===== config.mk =====
export PLATFORM = sky130hd
export DESIGN_NAME = ctrl_ajuste_campos
export DESIGN_NICKNAME = d
export VERILOG_FILES = /design/src/rtl/ctrl_ajuste_campos.sv
export SDC_FILE = /design/constraint.sdc
export NUM_CORES = 1
export LEC_CHECK = 0
export BUFFER_PORTS_ARGS = -buffer_cell sky130_fd_sc_hd__buf_2
export CAP_MARGIN = 20
export CORE_ASPECT_RATIO = 1.1
export CORE_UTILIZATION = 45
export DETAILED_ROUTE_END_ITERATION = 7
export MAX_ROUTING_LAYER = met4
export PLACE_DENSITY_LB_ADDON = 0.12
export SKIP_CTS_REPAIR_TIMING = 1
export SLEW_MARGIN = 20
export SYNTH_ARGS = -nofsm -noshare
export SYNTH_HDL_FRONTEND = slang
export SYNTH_SLANG_ARGS = --single-unit

===== constraint.sdc =====
create_clock -name clk -period 3 [get_ports clk]
set_input_delay 0.9 -clock clk [delete_from_list [all_inputs] [get_ports clk]]
set_output_delay 0.9 -clock clk [all_outputs]
set_load 0.05 [all_outputs]

===== src/rtl/ctrl_ajuste_campos.sv =====
// Edit sequencer: IDLE/EDIT mode, field selection and one-cycle up/down pulses.
// Optional hold-to-repeat is built only when CTRL_AJUSTE_AUTOREP_EN is defined.
`timescale 1ns/1ps
module ctrl_ajuste_campos #(
  parameter int HOLD_CYC    = 50_000_000,
  parameter int REP_CYC     = 10_000_000,
  parameter int TIMEOUT_CYC = 1_000_000_000,
  parameter int CNT_W       = 30
) (
  input  logic       clk,
  input  logic       reset,
  input  logic       btn_edit,
  input  logic       btn_right,
  input  logic       btn_up,
  input  logic       btn_down,
  input  logic [1:0] grupo,
  output logic [3:0] en_count,
  output logic       enUP,
  output logic       enDOWN,
  output logic       edit_active
);

  typedef enum logic {ST_IDLE = 1'b0, ST_EDIT = 1'b1} state_t;

  localparam logic [CNT_W-1:0] LP_TO_LAST = CNT_W'(TIMEOUT_CYC - 1);
  localparam longint LP_CNT_MAX = (longint'(1) << CNT_W) - 1;

  generate
    if (longint'(HOLD_CYC) > LP_CNT_MAX || longint'(REP_CYC) > LP_CNT_MAX ||
        longint'(TIMEOUT_CYC) > LP_CNT_MAX || HOLD_CYC < 2 || REP_CYC < 1 ||
        TIMEOUT_CYC < 1) begin : g_bad_cfg
      $error("ctrl_ajuste_campos: timer parameters out of range for CNT_W");
    end
  endgenerate

  state_t           r_state, w_state_nxt;
  logic [1:0]       r_idx, w_idx_nxt;
  logic [CNT_W-1:0] r_idle_cnt, w_idle_nxt;
  logic [3:0]       r_btn_q;
  logic [3:0]       r_en_count;
  logic             r_up, r_dn;
  logic [3:0]       w_btn, w_rise;
  logic             w_any, w_stay_edit, w_pulse_ok;
  logic [1:0]       w_rep;

  // Bit order everywhere: {edit, right, up, down}.
  assign w_btn  = {btn_edit, btn_right, btn_up, btn_down};
  assign w_rise = w_btn & ~r_btn_q;
  assign w_any  = |w_btn;

  function automatic logic [3:0] f_code(input logic [1:0] g, input logic [1:0] idx);
    logic [3:0] base;
    case (g)
      2'd1:    base = 4'd4;
      2'd2:    base = 4'd8;
      default: base = 4'd1;
    endcase
    return base + {2'b00, idx};
  endfunction

  always_comb begin
    w_state_nxt = r_state;
    w_idx_nxt   = r_idx;
    w_idle_nxt  = '0;
    case (r_state)
      ST_IDLE: begin
        w_idx_nxt = '0;
        if (w_rise[3]) w_state_nxt = ST_EDIT;
      end
      ST_EDIT: begin
        if (w_rise[3]) begin
          w_state_nxt = ST_IDLE;
          w_idx_nxt   = '0;
        end else if (!w_any) begin
          if (r_idle_cnt == LP_TO_LAST) begin
            w_state_nxt = ST_IDLE;
            w_idx_nxt   = '0;
          end else begin
            w_idle_nxt = r_idle_cnt + 1'b1;
          end
        end else if (w_rise[2]) begin
          w_idx_nxt = (r_idx == 2'd2) ? 2'd0 : r_idx + 2'd1;
        end
      end
    endcase
  end

  // Pulses only when EDIT persists, so en_count is never 0 while one is high.
  assign w_stay_edit = (r_state == ST_EDIT) && (w_state_nxt == ST_EDIT);
  assign w_pulse_ok  = w_stay_edit && !w_rise[2] && !(btn_up && btn_down);

`ifdef CTRL_AJUSTE_AUTOREP_EN
  localparam logic [CNT_W-1:0] LP_HOLD_LAST = CNT_W'(HOLD_CYC - 1);
  localparam logic [CNT_W-1:0] LP_REP_LAST  = CNT_W'(REP_CYC - 1);

  logic [1:0]            r_grupo_q;
  logic [1:0][CNT_W-1:0] r_tmr;
  logic [1:0]            r_rep_ph, r_blk, w_run, w_hit;
  logic                  w_gchg;

  assign w_gchg   = (grupo != r_grupo_q);
  assign w_run[1] = w_stay_edit && btn_up && !btn_down && !w_rise[2];
  assign w_run[0] = w_stay_edit && btn_down && !btn_up && !w_rise[2];

  always_comb begin
    for (int i = 0; i < 2; i++) begin
      w_hit[i] = (r_tmr[i] == (r_rep_ph[i] ? LP_REP_LAST : LP_HOLD_LAST));
      w_rep[i] = w_run[i] && w_hit[i] && !r_blk[i] && !w_gchg;
    end
  end

  // A hold that started outside EDIT or saw a group change stays blocked until release.
  always_ff @(posedge clk) begin
    if (reset) begin
      r_grupo_q <= '0;
      r_tmr     <= '0;
      r_rep_ph  <= '0;
      r_blk     <= '0;
    end else begin
      r_grupo_q <= grupo;
      for (int i = 0; i < 2; i++) begin
        if (!w_run[i]) begin
          r_tmr[i]    <= '0;
          r_rep_ph[i] <= 1'b0;
        end else if (w_hit[i]) begin
          r_tmr[i]    <= '0;
          r_rep_ph[i] <= 1'b1;
        end else begin
          r_tmr[i] <= r_tmr[i] + 1'b1;
        end
        if (!w_btn[i]) r_blk[i] <= 1'b0;
        else if (r_state != ST_EDIT || w_gchg || w_rise[3]) r_blk[i] <= 1'b1;
      end
    end
  end
`else
  assign w_rep = 2'b00;
`endif

  always_ff @(posedge clk) begin
    if (reset) begin
      r_state    <= ST_IDLE;
      r_idx      <= '0;
      r_idle_cnt <= '0;
      r_btn_q    <= '0;
      r_en_count <= '0;
      r_up       <= 1'b0;
      r_dn       <= 1'b0;
    end else begin
      r_state    <= w_state_nxt;
      r_idx      <= w_idx_nxt;
      r_idle_cnt <= w_idle_nxt;
      r_btn_q    <= w_btn;
      r_en_count <= (w_state_nxt == ST_EDIT) ? f_code(grupo, w_idx_nxt) : 4'd0;
      r_up       <= w_pulse_ok && (w_rise[1] || w_rep[1]);
      r_dn       <= w_pulse_ok && (w_rise[0] || w_rep[0]);
    end
  end

  assign en_count    = r_en_count;
  assign enUP        = r_up;
  assign enDOWN      = r_dn;
  assign edit_active = (r_state == ST_EDIT);

endmodule


==> impl_metrics.yaml <==
run_status:
  outcome: "finished clean"
sta:
  finalHoldViolCount: 0
  fin_skew_ns: 0.00328
  worstMarginPinSlew_ns: 0.441
  setup_tns_ns: 0
  period_minus_slack_ns: 2.34
  drv_slew: 0
  min_period_over_period: 0.780
  rsz0062_at_grt: "false"
  slew_headroom: 0.703
  fmaxAchievable_mhz: 427
  final-setup-viol-count: 0
die:
  ios: 15
  die_y_um: 71.0
  die_x_um: 64.7
  start_util: 0.480
  rows: 24
  die_area_mm2: 0.00459
  core_area_mm2: 0.00405
synthesis:
  synth-seq-cells: 43
  ys_dominant_reg_cell: "dfxtp_1"
  synth.distinct_cells: 34
  synthArstFlopShare: 0
  synth_nets: 232
  synth_edf_count: 0
  synth_warnings: 0
  synthCells: 219
  synth.yosys.seq_area_share: 0.442
  avgSynthCellArea_um2: 8.88
  syn_area_mm2: 0.00195
route:
  drtIter0Drc: 85
  drc: 0
  final_antenna_net_count: 0
  firstDrtPassIters: 4
  wl_mm: 3.48
  wl_per_cell_um: 12.1
  vias_per_cell: 5.21
  vias: 1496
final_layout:
  final_common_cell: "dfxtp_1"
  most-common-layout-cells: "43 x dfxtp_1, 42 x nor2_1, 18 x xnor2_1"
  drive_above_1_share: 0.119
  syn_to_final_growth_pct: 10.5
  nets: 247
  diodes: 0
power:
  totalPowerFinal_mw: 1.01
  p_per_area_mw_per_mm2: 471
  p_leak_nw: 0.716
  ir_worst_vdd_mv: 0.226
grt:
  grt_use_total: 0.186
  antenna_found_initial: 0
  grt_pass1_vias: 1429
  grt_max_degree: 17
  grt_remaining_overflow: 0
  grt_pass1_wl_mm: 6.38
cts:
  cts.sink_count: 43
  htreeDepth: 2
  clock_latency_ns: 0.29
  clock_path_buffers: 2
  cts-buffers-inserted: 5
  cts_tree: "yes"
  path_clk_slew_ns: 0.08
  cts_root_buf: "clkbuf_8"
worst_setup_path:
  critPathRequiredTime_ns: 3.18
  worst-path-max-fanout: 7
  critPathCaptureType: "flip-flop"
  critPathLaunchType: "flip-flop"
  crit_type: "reg2reg"
  worstPathArrival_ns: 2.53
hold_path:
  hold_class: "reg2reg"
place:
  dp.final_hpwl_mm: 2.54
  port_buffers: 14
  gp_congestion: 0.832
flow_run:
  cap_violations: 0
==> cell type report <==
type / count / area [um^2]
clock buffer: 8 / 100
sequential: 43 / 861
timing repair buffer: 15 / 77.6
multi-input combinational: 163 / 1020
inverter: 6 / 22.5
fill: 406 / 1900
tap: 52 / 65.1
==> state kept, by name, indices dropped and copies added (netlist names) <==
| name | count |
|---|---|
| r_idx | 2 |
| enDOWN | 1 |
| en_count | 4 |
| r_idle_cnt | 30 |
| edit_active | 1 |
| enUP | 1 |
| r_btn_q | 4 |
==> report_power, final <==
group	switching [mW]	internal (mW)	leakage (nW)
Clock	0.185	0.210	0.0515
Combinational	0.0255	0.0136	0.317
Sequential	0.00197	0.576	0.348
==> logic make-up after synthesis <==
group	Yosys count	synth area share
fa+ha+maj	5	0.0322
simple gates	121	0.341
buf+inv	13	0.0315
compound gates	9	0.0264
xor+xnor	28	0.126
flops	43	0.442
==> worst max-delay path, stage by stage (launching register included) <==
cell and delay, ns:
dfxtp_1 0.39, or4_4 0.55, nor4_4 0.17, nand4_2 0.18, o21bai_1 0.22, nor2_1 0.07, ha_1 0.19, ha_1 0.18
xor2_1 0.15, and2_1 0.12
==> synth_stat cells, types with 2 or more instances <==
| cell type | number | share of area |
|---|---|---|
| nor3_1 | 5 | 0.013 |
| nor3b_1 | 2 | 0.0077 |
| xnor2_1 | 18 | 0.081 |
| ha_1 | 5 | 0.032 |
| nand2_1 | 15 | 0.029 |
| and4_1 | 4 | 0.018 |
| nor4_1 | 6 | 0.019 |
| buf_2 | 3 | 0.0077 |
| xor2_1 | 10 | 0.045 |
| o21ai_0 | 2 | 0.0051 |
| nand4_2 | 2 | 0.013 |
| inv_1 | 6 | 0.012 |
| nor2b_1 | 3 | 0.0096 |
| clkbuf_1 | 2 | 0.0039 |
| nand3_1 | 11 | 0.028 |
| and2_1 | 5 | 0.016 |
| and3_1 | 3 | 0.0096 |
| nand4_1 | 11 | 0.035 |
| nor4b_1 | 4 | 0.018 |
| nor2_1 | 42 | 0.081 |
| dfxtp_1 | 43 | 0.44 |
| a21oi_1 | 5 | 0.013 |
==> stage by stage <==
step / area (um^2) / cells / worst slack, ns / util / hold slack, ns
floorplan: 1950 / 219 / 0.558 / - / 0.376
global placement: 2050 / 279 / 0.359 / 0.506 / 0.405
detailed placement: 2050 / 279 / 0.350 / 0.506 / 0.387
CTS: 2150 / 287 / 0.634 / 0.530 / 0.406
global route: 2150 / 287 / 0.513 / 0.530 / 0.415
finish: 2150 / 287 / 0.659 / 0.530 / 0.401
==> per-layer routing <==
layer  routed length, um  global-route usage
met4                  76              0.0840
met2                1670               0.289
met3                 129              0.0387
met5                   0                   -
met1                1610               0.230
==> final timing paths <==
check,startpoint,endpoint,slack (ns),cells after the start
min reg2reg,r_btn_q[1]$_SDFF_PP0_,enUP$_SDFF_PP0_,0.40,1
max reg2reg,r_idle_cnt[13]$_SDFF_PP0_,en_count[2]$_SDFF_PP0_,0.66,9
max,r_idle_cnt[13]$_SDFF_PP0_,en_count[2]$_SDFF_PP0_,0.66,9
min,r_btn_q[1]$_SDFF_PP0_,enUP$_SDFF_PP0_,0.40,1
(Power assumes the default switching activity.)
